[config.mk]
export PLATFORM = sky130hd
export DESIGN_NAME = detector_jogada
export DESIGN_NICKNAME = d
export VERILOG_FILES = /design/src/rtl/detector_jogada.sv
export SDC_FILE = /design/constraint.sdc
export NUM_CORES = 1
export LEC_CHECK = 0
export ABC_AREA = 0
export ABC_CLOCK_PERIOD_IN_PS = 2100
export BUFFER_PORTS_ARGS = -buffer_cell sky130_fd_sc_hd__buf_4
export CORE_MARGIN = 2
export CORE_UTILIZATION = 35
export DETAILED_ROUTE_END_ITERATION = 7
export PLACE_DENSITY = 0.65
export SYNTH_ARGS = -nofsm -noshare
export SYNTH_HDL_FRONTEND = slang
export SYNTH_SLANG_ARGS = --single-unit
[constraint.sdc]
create_clock -name clock -period 2.1 [get_ports clock]
set_input_delay 0.21 -clock clock [delete_from_list [all_inputs] [get_ports clock]]
set_output_delay 0.21 -clock clock [all_outputs]
set_load 0.005 [all_outputs]
[src/rtl/detector_jogada.sv]
// rtl/detector_jogada.sv - button synchronizer, debouncer and press validator
//
// Purpose:
//   Conditions the raw, asynchronous button bus before it reaches the game
//   datapath. The bus is synchronized, debounced and validated. One
//   single-cycle jogada_feita pulse is produced for each distinct one-hot
//   press. Multi-button presses are rejected and flagged on multiplos.
//   A new press is accepted only after every button has been released.
//
// Ports:
//   clock        in   1         system clock
//   reset        in   1         synchronous, active-high
//   habilita     in   1         accept new presses only while high
//   botoes       in   N_BOTOES  raw button levels, asynchronous
//   jogada       out  N_BOTOES  last accepted one-hot value, registered and held
//   jogada_feita out  1         one-cycle pulse: valid press accepted
//   multiplos    out  1         one-cycle pulse: multi-button press rejected
//   db_estado    out  4         current FSM state code {2'b00, state}

module detector_jogada #(
  parameter int DEBOUNCE_CYCLES = 2,
  parameter int N_BOTOES        = 4
) (
  input  logic                clock,
  input  logic                reset,
  input  logic                habilita,
  input  logic [N_BOTOES-1:0] botoes,
  output logic [N_BOTOES-1:0] jogada,
  output logic                jogada_feita,
  output logic                multiplos,
  output logic [3:0]          db_estado
);

  localparam int CW = $clog2(DEBOUNCE_CYCLES + 1);
  localparam logic [CW:0] DB_LIM = (CW+1)'(DEBOUNCE_CYCLES);

  typedef enum logic [1:0] {
    ARMADO = 2'd0,
    FILTRA = 2'd1,
    EMITE  = 2'd2,
    SOLTA  = 2'd3
  } estado_t;

  function automatic logic is_onehot(input logic [N_BOTOES-1:0] v);
    return (v != '0) && ((v & (v - 1'b1)) == '0);
  endfunction

  // Synchronizer and state registers.
  logic [N_BOTOES-1:0] botoes_meta;
  logic [N_BOTOES-1:0] s;
  logic [1:0]          sync_vld;
  logic [CW-1:0]       cnt;
  logic [N_BOTOES-1:0] cand;
  estado_t             estado;

  // Next-state values.
  estado_t             estado_next;
  logic [CW-1:0]       cnt_next;
  logic [N_BOTOES-1:0] cand_next;
  logic [N_BOTOES-1:0] jogada_next;

  logic [CW-1:0]       cnt_inc;
  logic [CW:0]         cnt_plus;
  logic                s_zero;
  logic                sync_ok;

  // The synchronizer holds zeros just after reset. Those zeros say nothing
  // about the buttons, so SOLTA must not count them as a release. Without
  // this guard, a button held through reset would be accepted.
  assign sync_ok  = sync_vld[1];
  assign s_zero   = (s == '0);
  assign cnt_inc  = (cnt == {CW{1'b1}}) ? cnt : cnt + 1'b1;
  assign cnt_plus = {1'b0, cnt} + 1'b1;

  always_ff @(posedge clock) begin
    if (reset) begin
      botoes_meta <= '0;
      s           <= '0;
      sync_vld    <= 2'b00;
      cnt         <= '0;
      cand        <= '0;
      jogada      <= '0;
      estado      <= SOLTA;
    end else begin
      botoes_meta <= botoes;
      s           <= botoes_meta;
      sync_vld    <= {sync_vld[0], 1'b1};
      cnt         <= cnt_next;
      cand        <= cand_next;
      jogada      <= jogada_next;
      estado      <= estado_next;
    end
  end

  always_comb begin
    estado_next = estado;
    cnt_next    = cnt;
    cand_next   = cand;
    jogada_next = jogada;

    case (estado)
      ARMADO: begin
        if (habilita && !s_zero) begin
          cand_next   = s;
          cnt_next    = CW'(1);
          estado_next = (DEBOUNCE_CYCLES == 1) ? EMITE : FILTRA;
        end else if (!habilita && !s_zero) begin
          // A press seen while disabled has to be released before
          // another one can count. Raising habilita mid-hold then
          // produces no pulse.
          cnt_next    = '0;
          estado_next = SOLTA;
        end
      end

      FILTRA: begin
        if (!habilita) begin
          cnt_next    = '0;
          estado_next = SOLTA;
        end else if (s == cand) begin
          cnt_next = cnt_inc;
          if (cnt_plus == DB_LIM) begin
            estado_next = EMITE;
          end
        end else if (s_zero) begin
          cnt_next    = '0;
          estado_next = ARMADO;
        end else begin
          // The contacts bounced to another pattern; restart on it.
          cand_next = s;
          cnt_next  = CW'(1);
        end
      end

      EMITE: begin
        cnt_next    = '0;
        estado_next = SOLTA;
      end

      SOLTA: begin
        if (!sync_ok || !s_zero) begin
          cnt_next = '0;
        end else begin
          cnt_next = cnt_inc;
          if (cnt_plus == DB_LIM) begin
            estado_next = ARMADO;
          end
        end
      end

      default: begin
        cnt_next    = '0;
        estado_next = SOLTA;
      end
    endcase

    // Load jogada on the edge that enters EMITE. The value is then valid
    // in the same cycle that the pulse is high.
    if (estado_next == EMITE && estado != EMITE && is_onehot(cand_next)) begin
      jogada_next = cand_next;
    end
  end

  // Moore pulses of EMITE. They are gated by reset so that a reset
  // arriving during EMITE suppresses the pulse in that cycle too.
  assign jogada_feita = (estado == EMITE) && is_onehot(cand) && !reset;
  assign multiplos    = (estado == EMITE) && !is_onehot(cand) && !reset;
  assign db_estado    = {2'b00, estado};

endmodule

==> flow_summary.toml <==
[status]
status = "completed"

[sta]
hold_viol = 0
slew_violations = 0
clock.fmax_mhz = 500
min_period_over_period = 0.952
clock_skew_ps = 5.91
setup_ws_ps = 101
rsz0062_at_grt = "no"
post-route-min-period_ps = 2000
finalSetupViolations = 0
tns_ps = 0

[clock_network]
cts_resized = 0
cts_sinks = 22
clk_latency_ps = 270
cts_max_level = 1
cts.hold.buffers_added = 0
cts_tree = "built"
cts_buffers = 3
post_cts_buffers = 0
clockBufferDepth = 2
cts_root_buf = "clkbuf_8"
path_clk_slew_ps = 80

[global_routing]
gr-usage-all-layers = 0.139
grt_pass1_vias = 972
grt_pass1_wl_um = 4550
grt_max_degree = 21
antenna_found_initial = 0
gr-total-overflow = 0

[power_and_ir_drop]
power_density_nw_per_um2 = 611
p_leak_nw = 0.589
ir_worst_vdd_v = 0.000310

[worst_setup_path]
critPathRequiredTime_ps = 2250
r2r_start = "s[1]"
path_cells = "or4_4 > nand2_2 > o2bb2ai_2 > a211oi_2 > mux2i_1 > a221o_1"
crit_fanout = 6
cpPeakStageDelay_ps = 600
arrival_ps = 2150
start_kind = "register"
endpoint_kind = "register"
worstSetupPathType = "register to register"
crit_slowest_cell = "or4_4"
crit_start = "s[1]"

[placed_design]
dp_hpwl_um = 2030
dp_cells = 204
port_buffers = 14
placed_area_um2 = 1410
dpl_worst_slack_ps = 138
globalplace.congestion = 0.896

[yosys]
synth_cells = 146
synth-compound-area-share = 0.207
synth_edf_count = 0
synth_top_cell_area_share = 0.339
synth_area_per_cell_um2 = 8.89
synth_adder_area_share = 0
ys_async_sr_fraction = 0
synth_most_common_cell = "dfxtp_1"
syn_area_um2 = 1300
yosys.area.top_type = "dfxtp_1"
synth-xor-area-share = 0.0521
yosys_warnings = 0
ys_seq_area_frac = 0.339
synthDistinctLibCells = 47
synth.area.top_cells = "dfxtp_1 (34%), nor2b_1 (6.8%), buf_6 (5.2%)"
synth-simple-area-share = 0.284
synth_top_family_by_area = "simple AND/OR/NAND/NOR gates"
synth_common_cells = "dfxtp_1 (22), nand2_1 (15), nor2b_1 (14), a21oi_1 (10), nor2_1 (7)"
synthMuxAreaShare = 0.0270
synth-seq-cells = 22
ys.flop_type = "dfxtp_1"

[layout]
regArea_um2 = 440
drive_gt1_frac = 0.281
fillers = 368
fin_area_um2 = 1480
multiInputGateArea_um2 = 751
finalNonFillerCells = 208
diodes = 0
area_delta_synth_final_pct = 14.4
nNetsFinal = 168

[drt]
vias_per_cell = 5.05
wl_per_cell_um = 13.0
first_iter_violations = 29
wirelength_um = 2700
drc = 0
ant_nets = 0
firstDrtPassIters = 4
num_vias = 1051

[worst_hold_path]
hold_path.class = "input port to register"
min-delay-start = "botoes[0]"

[flow_run]
drv_cap = 0

[floorplanning]
core_um2 = 3610
die-area_um2 = 4210
fp.dieH_um = 64.9
pin_count = 17
start_util = 0.360
num_rows = 22
die-width_um = 64.9
[worst max-delay path, delay by kind of cell, from the launching register on]
| family | cells | cell delay (ps) |
|---|---|---|
| AOI/OAI and AO/OA | 3 | 580 |
| and+or+nand+nor | 2 | 760 |
| DFF | 1 | 410 |
| muxes | 1 | 150 |
[logic make-up after synthesis]
group	after synthesis
and+or+nand+nor	63
AOI/OAI and AO/OA	36
DFF	22
buffers and inverters	15
xor gates and xnor gates	6
muxes	3
other	1
[flip-flops by register name (all words and copies together), names as in the netlist]
name	cells
cnt	2
cand	4
estado	2
botoes_meta	4
sync_vld	2
jogada	4
s	4
[cell usage in the layout (no fill, tap or decap), types with 2 or more instances in the layout]
cell type	n
a211oi_2	2
a21oi_1	10
a21oi_2	2
a221o_1	2
and2b_1	3
and3_1	3
buf_4	19
clkbuf_8	3
conb_1	2
dfxtp_1	22
inv_1	5
mux2i_1	2
nand2_1	15
nand2_2	2
nand2b_1	3
nand3_1	2
nor2_1	7
nor2b_1	13
nor3_1	3
o21ai_0	6
o21ai_1	2
or4_4	2
xnor2_1	4
xnor2_2	2
[final timing paths]
| path | slack [ps] | cells after the start | end |
|---|---|---|---|
| min | 150 | 2 | botoes_meta[0] |
| max reg2reg | 100 | 6 | jogada[3] |
| max | 100 | 6 | jogada[3] |
| min reg2reg | 440 | 1 | sync_vld[1] |
[final cells by class]
| class | count | share of cell area |
|---|---|---|
| Multi-Input combinational cell | 110 | 0.506 |
| Clock buffer | 3 | 0.0278 |
| Clock inverter | 1 | 0.0202 |
| Tap cell | 48 | 0.0405 |
| Sequential cell | 22 | 0.297 |
| Inverter | 5 | 0.0126 |
| Timing Repair Buffer | 19 | 0.0961 |
[power by group]
group / total, mW / switching (mW) / leakage, nW / internal [mW]
Combinational: 0.0711 / 0.0376 / 0.374 / 0.0335
Clock: 0.398 / 0.143 / 0.0357 / 0.255
Sequential: 0.438 / 0.0107 / 0.180 / 0.427
Total: 0.907 / 0.192 / 0.589 / 0.716
[metrics by stage]
step | total power [mW] | util | hold WS [ps]
2_1_floorplan | 0.504 | - | 338
3_3_place_gp | 0.517 | 0.391 | 417
3_5_place_dp | 0.518 | 0.391 | 426
4_1_cts | 0.912 | 0.411 | 155
5_1_grt | 0.940 | 0.412 | 160
6_report | 0.907 | 0.412 | 154
[per-layer routing]
| metal | up-vias | share of wire | track usage |
|---|---|---|---|
| li1 | 525 | - | - |
| met1 | 509 | 0.47 | 0.173 |
| met2 | 12 | 0.49 | 0.240 |
| met3 | 5 | 0.019 | 0.0208 |
| met4 | 0 | 0.015 | 0.0559 |
| met5 | - | 0 | 0 |
(Power assumes the default switching activity.)
